[src/rtl/alu_issue_queue.sv]
// alu_issue_queue: buffers tagged ALU commands, issues them into the
// two-stage ALU pipeline under credit control and re-tags the results.

package common;
  typedef enum logic [1:0] {
    nop = 2'd0,
    add = 2'd1,
    sub = 2'd2
  } operation_t;
endpackage

module alu_issue_queue
  import common::*;
#(
  parameter int unsigned WIDTH     = 32,
  parameter int unsigned CMD_DEPTH = 4,
  parameter int unsigned RSP_DEPTH = 8,
  parameter int unsigned TAG_W     = 4
) (
  input  logic             clk,
  input  logic             reset,
  input  logic             cmd_valid,
  output logic             cmd_ready,
  input  operation_t       cmd_op,
  input  logic [WIDTH-1:0] cmd_a,
  input  logic [WIDTH-1:0] cmd_b,
  input  logic [TAG_W-1:0] cmd_tag,
  output operation_t       alu_op,
  output logic [WIDTH-1:0] alu_a,
  output logic [WIDTH-1:0] alu_b,
  output logic             alu_valid,
  input  logic [WIDTH-1:0] alu_out,
  input  logic             alu_out_valid,
  output logic             rsp_valid,
  input  logic             rsp_ready,
  output logic [WIDTH-1:0] rsp_data,
  output logic [TAG_W-1:0] rsp_tag,
  output logic             busy,
  output logic             err
);

  localparam int unsigned CMD_AW = $clog2(CMD_DEPTH);
  localparam int unsigned CMD_CW = CMD_AW + 1;
  localparam int unsigned RSP_AW = $clog2(RSP_DEPTH);
  localparam int unsigned CNT_W  = RSP_AW + 1;
  localparam int unsigned SUM_W  = CNT_W + 1;

  typedef struct packed {
    operation_t       op;
    logic [WIDTH-1:0] a;
    logic [WIDTH-1:0] b;
    logic [TAG_W-1:0] tag;
  } cmd_t;

  typedef struct packed {
    logic [WIDTH-1:0] data;
    logic [TAG_W-1:0] tag;
  } rsp_t;

  // Command FIFO state
  cmd_t              cmd_mem_q [CMD_DEPTH];
  logic [CMD_AW-1:0] cmd_wr_q, cmd_wr_d, cmd_rd_q, cmd_rd_d;
  logic [CMD_CW-1:0] cmd_cnt_q, cmd_cnt_d;
  logic              cmd_push, cmd_pop, cmd_empty, cmd_full, ready_q;
  cmd_t              cmd_in, cmd_head;

  // Tag FIFO state
  logic [TAG_W-1:0]  tag_mem_q [RSP_DEPTH];
  logic [RSP_AW-1:0] tag_wr_q, tag_wr_d, tag_rd_q, tag_rd_d;
  logic [CNT_W-1:0]  tag_cnt_q, tag_cnt_d;
  logic              tag_empty;

  // Response FIFO state
  rsp_t              rsp_mem_q [RSP_DEPTH];
  logic [RSP_AW-1:0] rsp_wr_q, rsp_wr_d, rsp_rd_q, rsp_rd_d;
  logic [CNT_W-1:0]  rsp_cnt_q, rsp_cnt_d;
  logic              rsp_push, rsp_pop, rsp_empty;
  rsp_t              rsp_in, rsp_head;

  // Issue/credit state and registered ALU drive
  logic [CNT_W-1:0]  inflight_q, inflight_d;
  logic [SUM_W-1:0]  credit_sum;
  logic              issue;
  operation_t        alu_op_q, alu_op_d;
  logic [WIDTH-1:0]  alu_a_q, alu_a_d, alu_b_q, alu_b_d;
  logic              alu_valid_q, alu_valid_d, err_q, err_d;

  assign cmd_in    = '{op: cmd_op, a: cmd_a, b: cmd_b, tag: cmd_tag};
  assign cmd_head  = cmd_mem_q[cmd_rd_q];
  assign cmd_empty = (cmd_cnt_q == '0);
  assign cmd_full  = (cmd_cnt_q == CMD_CW'(CMD_DEPTH));
  assign cmd_ready = ready_q && !cmd_full;
  assign cmd_push  = cmd_valid && cmd_ready;

  // Credit: a slot is reserved in the response FIFO for every issued command
  assign credit_sum = SUM_W'(inflight_q) + SUM_W'(rsp_cnt_q);
  assign issue      = !cmd_empty && (credit_sum < SUM_W'(RSP_DEPTH));
  assign cmd_pop    = issue;

  assign tag_empty = (tag_cnt_q == '0);
  assign rsp_push  = alu_out_valid && !tag_empty;
  assign rsp_in    = '{data: alu_out, tag: tag_mem_q[tag_rd_q]};
  assign rsp_head  = rsp_mem_q[rsp_rd_q];
  assign rsp_empty = (rsp_cnt_q == '0);
  assign rsp_valid = !rsp_empty;
  assign rsp_pop   = rsp_valid && rsp_ready;
  assign rsp_data  = rsp_empty ? '0 : rsp_head.data;
  assign rsp_tag   = rsp_empty ? '0 : rsp_head.tag;

  assign alu_op    = alu_op_q;
  assign alu_a     = alu_a_q;
  assign alu_b     = alu_b_q;
  assign alu_valid = alu_valid_q;
  assign err       = err_q;
  assign busy      = !cmd_empty || !rsp_empty || (inflight_q != '0);

  // Next-state for pointers, counters, ALU drive and error flag
  always_comb begin
    cmd_wr_d    = cmd_push ? cmd_wr_q + CMD_AW'(1) : cmd_wr_q;
    cmd_rd_d    = cmd_pop ? cmd_rd_q + CMD_AW'(1) : cmd_rd_q;
    cmd_cnt_d   = cmd_cnt_q + CMD_CW'(cmd_push) - CMD_CW'(cmd_pop);
    tag_wr_d    = issue ? tag_wr_q + RSP_AW'(1) : tag_wr_q;
    tag_rd_d    = rsp_push ? tag_rd_q + RSP_AW'(1) : tag_rd_q;
    tag_cnt_d   = tag_cnt_q + CNT_W'(issue) - CNT_W'(rsp_push);
    rsp_wr_d    = rsp_push ? rsp_wr_q + RSP_AW'(1) : rsp_wr_q;
    rsp_rd_d    = rsp_pop ? rsp_rd_q + RSP_AW'(1) : rsp_rd_q;
    rsp_cnt_d   = rsp_cnt_q + CNT_W'(rsp_push) - CNT_W'(rsp_pop);
    inflight_d  = inflight_q + CNT_W'(issue) - CNT_W'(rsp_push);
    alu_valid_d = issue;
    alu_op_d    = issue ? cmd_head.op : nop;
    alu_a_d     = issue ? cmd_head.a : '0;
    alu_b_d     = issue ? cmd_head.b : '0;
    err_d       = err_q || (alu_out_valid && tag_empty);
  end

  // Control state registers
  always_ff @(posedge clk or posedge reset) begin
    if (reset) begin
      ready_q     <= 1'b0;
      cmd_wr_q    <= '0;
      cmd_rd_q    <= '0;
      cmd_cnt_q   <= '0;
      tag_wr_q    <= '0;
      tag_rd_q    <= '0;
      tag_cnt_q   <= '0;
      rsp_wr_q    <= '0;
      rsp_rd_q    <= '0;
      rsp_cnt_q   <= '0;
      inflight_q  <= '0;
      alu_valid_q <= 1'b0;
      alu_op_q    <= nop;
      alu_a_q     <= '0;
      alu_b_q     <= '0;
      err_q       <= 1'b0;
    end else begin
      ready_q     <= 1'b1;
      cmd_wr_q    <= cmd_wr_d;
      cmd_rd_q    <= cmd_rd_d;
      cmd_cnt_q   <= cmd_cnt_d;
      tag_wr_q    <= tag_wr_d;
      tag_rd_q    <= tag_rd_d;
      tag_cnt_q   <= tag_cnt_d;
      rsp_wr_q    <= rsp_wr_d;
      rsp_rd_q    <= rsp_rd_d;
      rsp_cnt_q   <= rsp_cnt_d;
      inflight_q  <= inflight_d;
      alu_valid_q <= alu_valid_d;
      alu_op_q    <= alu_op_d;
      alu_a_q     <= alu_a_d;
      alu_b_q     <= alu_b_d;
      err_q       <= err_d;
    end
  end

  // FIFO storage; contents are only observed through the counters
  always_ff @(posedge clk) begin
    if (cmd_push) cmd_mem_q[cmd_wr_q] <= cmd_in;
    if (issue)    tag_mem_q[tag_wr_q] <= cmd_head.tag;
    if (rsp_push) rsp_mem_q[rsp_wr_q] <= rsp_in;
  end

endmodule

[config.mk]
export PLATFORM = sky130hd
export DESIGN_NAME = alu_issue_queue
export DESIGN_NICKNAME = d
export VERILOG_FILES = /design/src/rtl/alu_issue_queue.sv
export SDC_FILE = /design/constraint.sdc
export NUM_CORES = 1
export LEC_CHECK = 0
export ABC_AREA = 1
export CAP_MARGIN = 20
export CORE_ASPECT_RATIO = 1.5
export CORE_MARGIN = 2
export CORE_UTILIZATION = 35
export CTS_BUF_LIST = sky130_fd_sc_hd__clkbuf_8
export CTS_CLUSTER_DIAMETER = 80
export DETAILED_ROUTE_END_ITERATION = 12
export DONT_BUFFER_PORTS = 1
export GPL_ROUTABILITY_DRIVEN = 0
export HOLD_SLACK_MARGIN = 0.05
export PLACE_DENSITY_LB_ADDON = 0.08
export SYNTH_ARGS = -nofsm -noshare
export SYNTH_HDL_FRONTEND = slang
export SYNTH_SLANG_ARGS = --single-unit
[constraint.sdc]
create_clock -name clk -period 9.5 [get_ports clk]
set_input_delay 1.425 -clock clk [delete_from_list [all_inputs] [get_ports clk]]
set_output_delay 1.425 -clock clk [all_outputs]
set_load 0.03 [all_outputs]
==> metrics.md <==
| Metric | Value |
|---|---|
| Cell Area, Synth | 28330 um2 |
| Clock net sink count | 700 |
| Tightest Hold Check Type | reg -> reg |
| Post-CTS Setup Repair Bufs | 0 |
| Status | completed |
| Port bufs | 0 |
| Die Y | 352.5 um |
| Rows | 127 |
| Setup CP Type | reg -> out |
| Final Instance Area | approximately 32000 um2 |
| Yosys top cell area share | 63.59% |
| Synth cell types | 31 |
| Setup violators final | 0 |
| Instance area at placement | ~30000 um2 |
| Synth top cells by count | edfxtp_1 (600), nand2_1 (420), nor2_1 (401) |
| Slew Viols, Final | 0 |
| Cell breakdown of the critical path | buf_4, inv_2, buf_4, nand3_1, nand3_1, nand2_1, nor2_1 |
| Clk_lat worst skew | ~0.73 ns |
| CTS Buffer Depth | 3 |
| H-tree levels | 3 |
| Routed length per instance | 18.81 um |
| TritonRoute pass-1 iters | 5 |
| Synth Area in XOR/XNOR | 0.4328% |
| GR Util All Layers | 16.33% |
| Ys async rst share | 14.29% |
| Worst path required time | just over 8 ns |
| Drt drc | 0 |
| Final-report hold violation count | 0 |
| Slew @ Worst Pin | 1.117 ns |
| Die Area | about 83000 um2 |
| Synthesized instance count | roughly 2500 |
| Arrival @ worst endpoint | roughly 3.6 ns |
| Area leader, netlist | edfxtp_1 |
| TritonCTS clock tree | built |
| MaxCap Viol Count | 0 |
| CP Launch Type | register |
| Vias per std cell | 4.622 |
| Number of flops mapped to enable cells by yosys | 600 |
| Main synth FF type | edfxtp_1 |
| Max VDD drop | about 0.18 mV |
| Mux share of post-synthesis cell area | 0% |
| First-pass GRT wire length | 103300 um |
| Post-synthesis sequential area ratio | 72.42% |
| Post-synthesis compound-gate area fraction | 4.628% |
| Avg Cell Area, Syn | 11.53 um2 |
| RSZ-0062 raised after global routing | false |
| Detailed Route WL | roughly 68000 um |
| Simple-gate share of the synthesized area | about 14% |
| Initial antenna violation count | 1 |
| Relative slew margins | 25.53% |
| Clock Pin Slew Worst Setup and Hold Paths | 0.06 ns |
| Tmin final | ~5.0 ns |
| Clock Skews | 0.03473 ns |
| Max incr delay on CP | 0.67 ns |
| Die width | 236.3 um |
| Post-Syn Nets | 2596 |
| # IOs | 214 |
| Largest family of logic cells by synthesized area | simple AND/OR/NAND/NOR gates |
| Initial DRC Count | 826 |
| Hold Buf Count CTS | 0 |
| Slowest cell on crit path | buf_4 |
| Power density over the cells | 318.3 nW/um2 |
| Vias in the first global route | 17202 |
| Leakage | ~0.013 uW |
| Max Freq | 0.1990 GHz |
| Clock buffer count from CTS | 112 |
| Largest net degree at the start of global routing | between 90 and 100 |
| Layout net count | roughly 2600 |
| Fraction of layout cells with a size suffix above 1 | 9.437% |
| Critical path capture point type | output port |
| ANT nets after route | 0 |
| Top-count cell post-synth | edfxtp_1 |
| Dpl hpwl | 36610 um |
| Root Buffer | clkbuf_8 |
| Area grow syn2layout | 11.47% |
| CP Max Fanout | 74 |
| Remaining global-route overflow | 0 |
| Period utilization | 52.90% |
| PostCTS Resize Cnt | 0 |
| Vias | approximately 17000 |
| Adder-cell share of the synthesized area | under 10% |
| Yosys warning total | 0 |
| Synth top area cells | edfxtp_1 (64%), dfrtp_1 (8.8%), nand2_1 (5.6%) |
| Synthesis-stage register bit count | 700 |
| Initial core utilization | 35.38% |
| Setup TNS | 0 ns |
| Core ar. | 80090 um2 |
## cell type report
cell class,count,area (um2)
Tap cell,1032,1291
Clock buffer,125,1720
Multi-Input combinational cell,1305,6058
Antenna cell,1,2.502
Inverter,336,1270
Sequential cell,700,20530
Clock inverter,84,521.8
Fill cell,7735,48500
Timing Repair Buffer,25,187.7
## state kept, by name, summed over array words and instances (netlist names)
signal,cells
alu_a,32
alu_b,32
alu_op,2
alu_valid,1
cmd_cnt_q,3
cmd_mem_q,280
cmd_rd_q,2
cmd_wr_q,2
err,1
inflight_q,4
ready_q,1
rsp_cnt_q,4
rsp_mem_q,288
rsp_rd_q,3
rsp_wr_q,3
tag_cnt_q,4
tag_mem_q,32
tag_rd_q,3
tag_wr_q,3
## placed cells by master (no fill, tap or decap), drive strengths merged
cell type  netlist  final
o21ai          160    160
fa               4      4
nand4            1      1
o22ai            4      4
a21boi           1      1
nor2           402    402
conb             1      1
xor2             6      6
edfxtp         600    600
a21oi           70     70
nor3             1      1
nand2          421    421
nand3          196    196
clkbuf          37    125
clkinv           2     48
xnor2            8      8
or2              1      1
buf             80     25
clkinvlp         0      3
o21bai           2      2
bufinv           0      6
inv            334    363
dfrtp          100    100
diode            0      1
ha              27     27
## through the flow
step / total power, uW / instances / setup WS [ns] / utilization (%) / hold slack, ns
final: 10050 / 3608 / 4.474 / 39.44 / 0.5116
after global routing: 10750 / 3608 / 4.243 / 39.44 / 0.5243
after CTS: 10280 / 3607 / 4.355 / 39.43 / 0.5144
after detailed placement: 7652 / 3398 / 5.170 / 36.63 / 0.4941
after global placement: 7626 / 3398 / 5.163 / 36.63 / 0.4969
after floorplan: 6748 / 2458 / 4.385 / - / 0.4784
## cell families after synthesis
logic type                 after synthesis
adders and majority gates               31
DFF                                    700
AOI/OAI and AO/OA                      237
buffers and inverters                  453
and+or+nand+nor                       1022
other                                    1
xor gates and xnor gates                14
## path summary, 6_finish.rpt
path	to	slack, ns	depth (start not counted)	startpoint
max in group asynchronous	rsp_rd_q[0]$_DFFE_PP0N_	7.47	2	reset
hold reg to reg	tag_cnt_q[0]$_DFF_PP0_	0.51	1	tag_cnt_q[0]$_DFF_PP0_
setup reg to reg	tag_mem_q[2][1]$_DFFE_PP_	6.06	4	cmd_rd_q[0]$_DFFE_PP0P_
hold / removal	tag_cnt_q[0]$_DFF_PP0_	0.51	1	tag_cnt_q[0]$_DFF_PP0_
setup / recovery	rsp_tag[2]	4.47	7	rsp_rd_q[1]$_DFFE_PP0N_
min in group asynchronous	alu_b[21]$_DFF_PP0_	0.68	1	reset
## per-layer routing
| layer | GRT usage, % | up-vias | wire length [um] |
|---|---|---|---|
| met1 | 17.27 | 8078 | 25640 |
| met3 | 5.119 | 117 | 4683 |
| li1 | - | 8139 | - |
| met5 | 0 | - | 0 |
| met4 | 6.089 | 0 | 1797 |
| met2 | 30.08 | 341 | 35730 |
## worst max-delay path, delay by kind of cell, from the launching register on
| family | cells | cell delay (ns) |
|---|---|---|
| flip-flops | 1 | 0.38 |
| AND/OR/NAND/NOR | 4 | 0.95 |
| buffers and inverters | 3 | 1.48 |
## where the power goes
group | switching (uW) | internal (uW)
Combinational | 2370 | 804
Sequential | 390 | 3920
Clock | 1210 | 1370
Total | 3960 | 6090
No activity file was read; power rests on OpenSTA's default activity.
